[config.mk]
export PLATFORM = sky130hd
export DESIGN_NAME = wr_stage_ctrl
export DESIGN_NICKNAME = d
export VERILOG_FILES = /design/src/rtl/wr_stage_ctrl.sv
export SDC_FILE = /design/constraint.sdc
export NUM_CORES = 1
export LEC_CHECK = 0
export ABC_CLOCK_PERIOD_IN_PS = 1850
export CORE_ASPECT_RATIO = 1.1
export CORE_MARGIN = 2
export CORE_UTILIZATION = 41
export DETAILED_ROUTE_END_ITERATION = 10
export PLACE_DENSITY = 0.78
export SKIP_LAST_GASP = 1
export SLEW_MARGIN = 20
export SYNTH_ARGS = -nofsm -noshare
export SYNTH_HDL_FRONTEND = slang
export SYNTH_SLANG_ARGS = --single-unit
[constraint.sdc]
create_clock -name clk -period 1.85 [get_ports clk]
set_clock_uncertainty 0.05 [all_clocks]
set_input_delay 0.37 -clock clk [delete_from_list [all_inputs] [get_ports clk]]
set_output_delay 0.37 -clock clk [all_outputs]
set_load 0.01 [all_outputs]
[src/rtl/wr_stage_ctrl.sv]
// Write-back stage sequencer: holds the WR register across load misses and
// cache-maintenance ops, and issues a one-cycle flush/redirect after refetch points.
module wr_stage_ctrl #(
  parameter logic [31:0] RESET_PC_INC = 32'd4
) (
  input  logic        clk,
  input  logic        resetn,
  input  logic        WR_valid,
  input  logic [31:0] WR_pc,
  input  logic        WR_ex_valid,
  input  logic        WR_unhit,
  input  logic        mem_data_ok,
  input  logic [4:0]  WR_cache_op,
  input  logic [31:0] WR_cache_paddr,
  input  logic        WR_crefetch,
  input  logic        WR_inst_refetch,
  output logic        icache_op_req,
  output logic        dcache_op_req,
  output logic [2:0]  cache_op_code,
  output logic [31:0] cache_op_addr,
  input  logic        icache_op_ack,
  input  logic        dcache_op_ack,
  output logic        WR_wr,
  output logic        wr_flush,
  output logic        redirect_valid,
  output logic [31:0] redirect_pc,
  output logic [31:0] stall_cycles
);

  localparam logic [1:0] S_IDLE    = 2'd0;
  localparam logic [1:0] S_WAIT    = 2'd1;
  localparam logic [1:0] S_CREQ    = 2'd2;
  localparam logic [1:0] S_REFETCH = 2'd3;

  logic [1:0] state, state_nxt, post_hit;
  logic       op_tgt;
  logic       ack_match;

  // ack only counts when it comes from the cache we actually asked
  assign ack_match = op_tgt ? dcache_op_ack : icache_op_ack;

  always_comb begin
    post_hit  = WR_cache_op[4] ? S_CREQ : (WR_inst_refetch ? S_REFETCH : S_IDLE);
    state_nxt = state;
    case (state)
      S_IDLE: begin
        if (WR_valid && !WR_ex_valid) begin
          if (WR_unhit && !mem_data_ok) state_nxt = S_WAIT;
          else                          state_nxt = post_hit;
        end
      end
      S_WAIT:    if (mem_data_ok) state_nxt = post_hit;
      S_CREQ:    if (ack_match) state_nxt = (WR_crefetch || !op_tgt) ? S_REFETCH : S_IDLE;
      S_REFETCH: state_nxt = S_IDLE;
      default:   state_nxt = S_IDLE;
    endcase
  end

  // register advances when nothing holds it, including the data-return cycle of a miss
  assign WR_wr = (state == S_REFETCH) ||
                 (((state == S_IDLE) || (state == S_WAIT)) && (state_nxt == S_IDLE));
  assign wr_flush       = (state == S_REFETCH);
  assign redirect_valid = (state == S_REFETCH);

  always_ff @(posedge clk) begin
    if (!resetn) begin
      state         <= S_IDLE;
      op_tgt        <= 1'b0;
      icache_op_req <= 1'b0;
      dcache_op_req <= 1'b0;
      cache_op_code <= 3'd0;
      cache_op_addr <= 32'd0;
      redirect_pc   <= 32'd0;
      stall_cycles  <= 32'd0;
    end else begin
      state <= state_nxt;
      if (state != S_CREQ && state_nxt == S_CREQ) begin
        op_tgt        <= WR_cache_op[3];
        icache_op_req <= !WR_cache_op[3];
        dcache_op_req <= WR_cache_op[3];
        cache_op_code <= WR_cache_op[2:0];
        cache_op_addr <= WR_cache_paddr;
      end else if (state == S_CREQ && ack_match) begin
        icache_op_req <= 1'b0;
        dcache_op_req <= 1'b0;
      end
      if (state != S_REFETCH && state_nxt == S_REFETCH)
        redirect_pc <= WR_pc + RESET_PC_INC;
      if (!WR_wr && stall_cycles != 32'hFFFF_FFFF)
        stall_cycles <= stall_cycles + 32'd1;
    end
  end

endmodule
==> results_tabular.tex <==
\begin{tabular}{lr}
\hline
Metric & Value \\
\hline
\multicolumn{2}{l}{\textbf{Run status}} \\
Run status & finished, violations left \\
Failing checks & negative setup slack \\
\multicolumn{2}{l}{\textbf{Synthesis}} \\
Post-synth cell types & 51 \\
Main synth FF type & dfxtp\_1 \\
Post-synthesis cell count & 550 \\
Post-synthesis net count & 631 \\
Post-synth EDFFs & 0 \\
Yosys reg bits & approximately 100 \\
Mapped Area & 4970 µm² \\
Sequential element share of the synthesized area & a little over two fifths \\
Warning count from the yosys run & 0 \\
Synthesized area per cell & 9.04 µm² \\
Proportion of register bits with asynchronous set or reset after synthesis & 0\% \\
\multicolumn{2}{l}{\textbf{GRT}} \\
Met3 track utilization from global routing & under 10\% \\
Via count of the first global-routing pass & 5852 \\
Antenna violations before repair & 0 \\
Fraction of met1 tracks used by global routing & 32.8\% \\
First-pass GRT wire length & roughly 29000 µm \\
Global route total overflow & 0 \\
Overall Global Routing Usage & 27.9\% \\
Maximum number of pins on one net before global-route repair & 49 \\
GRT busiest layer & met2 \\
Met2 routing resource usage after global routing & 49.0\% \\
\multicolumn{2}{l}{\textbf{Floorplanning}} \\
Cell Rows & 42 \\
Starting density of the core & 41.7\% \\
Die Y-Extent & 120 µm \\
Area of the die & $\sim$13000 µm² \\
I/O pins & 183 \\
Core area & 11900 µm² \\
Chip width & 109 µm \\
\multicolumn{2}{l}{\textbf{STA}} \\
Shortest clock period the worst path allows after layout & 2100 ps \\
Setup Viol. Count Final & roughly 100 \\
Final worst-path setup slack & -250 ps \\
Slew of the pin with the lowest slew margin & 520 ps \\
Achievable Freq & 476 MHz \\
Setup repair after global routing missed its margin & true \\
Setup TNS Final & -11160 ps \\
Final max-slew violation count & 0 \\
Fin crit share & 114\% \\
Slew margin rel. & 65.3\% \\
Count of final hold-check violations & 0 \\
\multicolumn{2}{l}{\textbf{Power}} \\
Gate power share & between 20\% and 30\% \\
Power dissipated by switching net loads & 1.59 mW \\
Standby leakage power & 3.42 nW \\
Share of total power in sequential cells & 41.0\% \\
Proportion of power drawn by the clock network & 35.6\% \\
Net switching share of the total power & a little over a quarter \\
Power density normalized to cell area & about 650 nW/µm² \\
Maximum VDD drop & 0.000404 V \\
Internal portion of total power & 4.31 mW \\
\multicolumn{2}{l}{\textbf{Cells and area}} \\
Final standard cell utilization of the core & 76.7\% \\
Final nets & 952 \\
Final cell count without fillers & 1030 \\
Fraction of layout cells with a size suffix above 1 & 31.2\% \\
Diode count & 0 \\
Synth-to-layout area growth & 83.9\% \\
\multicolumn{2}{l}{\textbf{Worst setup path}} \\
Crit end category & flip-flop \\
Slowest library cell on the worst path & dfxtp\_4 \\
Endpoint of the most critical setup path & stall\_cycles[30] \\
Crit Path Class & reg -> reg \\
Critical Path Start & state[1] \\
Critical path fanouts, max & 5 \\
Delay of the slowest cell on the worst path & 390 ps \\
Critical R2R Capture & stall\_cycles[30] \\
CP startpoint kind & flip-flop \\
Ordered cell list for the critical path & buf\_6 > nor3\_2 > a221oi\_4 > inv\_2 > or3\_4 > buf\_4 > o31ai\_1 > a21oi\_1 \\
Count of cells along the worst register-to-register path & 8 \\
Required time of the critical path & 2010 ps \\
Worst flop-to-flop path startpoint & state[1] \\
Register-to-Register Setup Slack & -250 ps \\
Worst endpoint data arrival time & 2260 ps \\
\multicolumn{2}{l}{\textbf{Detailed routing}} \\
Routed wire length & 19500 µm \\
DR vias & 5745 \\
DRT Pass-1 Iters & 5 \\
Via density & 5.58 \\
DRC & 0 \\
Initial drt markers & 273 \\
Per-cell routed wire length & 18.9 µm \\
Count of nets left with antenna violations after detail routing & 0 \\
\multicolumn{2}{l}{\textbf{Clocking}} \\
Clock network latency to the later pin of the worst-skew pair & 350 ps \\
Maximum root-to-sink buffer count & 2 \\
CTS Buf Count & 9 \\
Clock Sinks & 104 \\
Clock root buffer master & clkbuf\_16 \\
TritonCTS clock tree & yes \\
Clock slew seen by the registers of the worst setup and hold paths & 80 ps \\
Number of H-tree levels & 3 \\
Number of buffers added to fix hold violations after cts & 0 \\
\multicolumn{2}{l}{\textbf{Hold path}} \\
Hold Path Stages & 2 \\
Worst hold-check path type & in -> reg \\
\multicolumn{2}{l}{\textbf{Placement}} \\
Estimated wirelength of the detail-placed design & 11900 µm \\
Buffers added on ports & around 180 \\
Cell count after placement & around 970 \\
Placer congestion estimate & between 0.9 and 1 \\
\multicolumn{2}{l}{\textbf{Job}} \\
Max-cap violation count & 0 \\
\hline
\end{tabular}
-- how the worst min path moves through the flow --
stage                 startpoint           endpoint  slack, ps
6_report                WR_pc[2]     redirect_pc[2]        370
5_1_grt                 WR_pc[2]     redirect_pc[2]        400
2_1_floorplan           WR_pc[2]     redirect_pc[2]        420
4_1_cts                 WR_pc[2]     redirect_pc[2]        360
3_5_place_dp   cache_op_addr[27]  cache_op_addr[27]        430
3_3_place_gp    cache_op_addr[1]   cache_op_addr[1]        420
-- layer usage --
metal | part of all wire, % | wire (µm)
met5 | 0 | 0
met3 | 6.2 | 1210
met1 | 38 | 7360
met2 | 52 | 10200
met4 | 3.9 | 759
-- timing repair --
action                     CTS  global route
resized for setup          111            63
buffers inserted            31             9
pin swaps                   40            26
cloned                      10             1
setup endpoints to repair  102           104
-- power by group through the flow --
stage | clock network (mW) | logic, mW | registers [mW]
detailed placement | 0 | 1.07 | 2.46
CTS | 2.13 | 1.30 | 2.41
finish | 2.10 | 1.38 | 2.42
global placement | 0 | 1.04 | 2.45
floorplan | 0 | 0.431 | 2.49
global route | 2.24 | 1.46 | 2.43
-- worst max-delay path, delay by kind of cell, from the launching register on --
| kind | cells | cell delay (ps) |
|---|---|---|
| AO/OA/AOI/OAI | 3 | 710 |
| AND/OR/NAND/NOR | 2 | 430 |
| buffers and inverters | 3 | 400 |
| flip-flops | 1 | 390 |
-- synth_stat cells (5+ instances only) --
cell / n / share of area, %
inv_1: 11 / 0.83
buf_4: 5 / 0.75
o31ai_1: 9 / 1.4
nand2b_1: 9 / 1.1
or4_1: 9 / 1.4
nand4_1: 11 / 1.4
a211oi_1: 24 / 3.6
and4_1: 11 / 1.9
nand2_1: 31 / 2.3
nor4_1: 5 / 0.63
nor2_1: 50 / 3.8
and3_1: 8 / 1.0
a21oi_1: 53 / 5.3
nor3_1: 5 / 0.50
nand3_1: 27 / 2.7
mux2i_1: 43 / 8.7
and2_1: 6 / 0.75
o21ai_0: 21 / 2.1
buf_2: 10 / 1.0
or3_1: 13 / 1.6
dfxtp_1: 104 / 42
xor2_1: 11 / 1.9
clkbuf_1: 16 / 1.2
xnor2_1: 18 / 3.2
-- layout by cell type (no fill, tap or decap), drive strengths merged, types with 8 or more instances in the layout --
cell / netlist / final
buf: 15 / 156
clkdlybuf4s50: 0 / 151
dfxtp: 104 / 104
a21oi: 53 / 53
nor2: 50 / 50
mux2i: 43 / 43
nand2: 31 / 31
a211oi: 28 / 28
nand3: 27 / 27
dlygate4sd2: 0 / 26
o21ai: 21 / 21
xnor2: 18 / 18
inv: 12 / 15
or3: 14 / 14
nand4: 13 / 13
clkbuf: 16 / 12
xor2: 11 / 11
o31ai: 10 / 11
and4: 11 / 11
or4: 10 / 10
nor4: 10 / 10
nand2b: 9 / 9
and3: 8 / 8
-- layout make-up --
type	count	area, µm²
Clock buffer	10	229
Clock inverter	6	97.6
Fill cell	755	2780
Inverter	12	45.0
Multi-Input combinational cell	404	3150
Sequential cell	104	2100
Tap cell	154	193
Timing Repair Buffer	340	3330
-- metrics by stage --
step	total power [mW]	cell area [µm²]	hold WS (ps)	worst slack, ps
finish	5.90	9150	373	-250
global route	6.12	9150	395	-353
CTS	5.84	8900	362	-150
detailed placement	3.52	7790	430	-653
global placement	3.49	7790	422	-588
floorplan	2.92	5040	417	-78.8
-- flip-flops by register name, indices dropped and copies added, names as in the netlist --
name	count
cache_op_addr	32
redirect_pc	32
stall_cycles	32
cache_op_code	3
state	2
dcache_op_req	1
icache_op_req	1
op_tgt	1
-- logic make-up after synthesis --
group,after synthesis,share of synthesized area [%]
AND/OR/NAND/NOR,200,23.1
AO/OA/AOI/OAI,129,16.9
flip-flops,104,41.9
buffers and inverters,43,3.87
multiplexers,43,8.65
XOR/XNOR,29,5.11
adder cells (fa/ha/maj),2,0.503
Power figures use the tool's default switching activity.
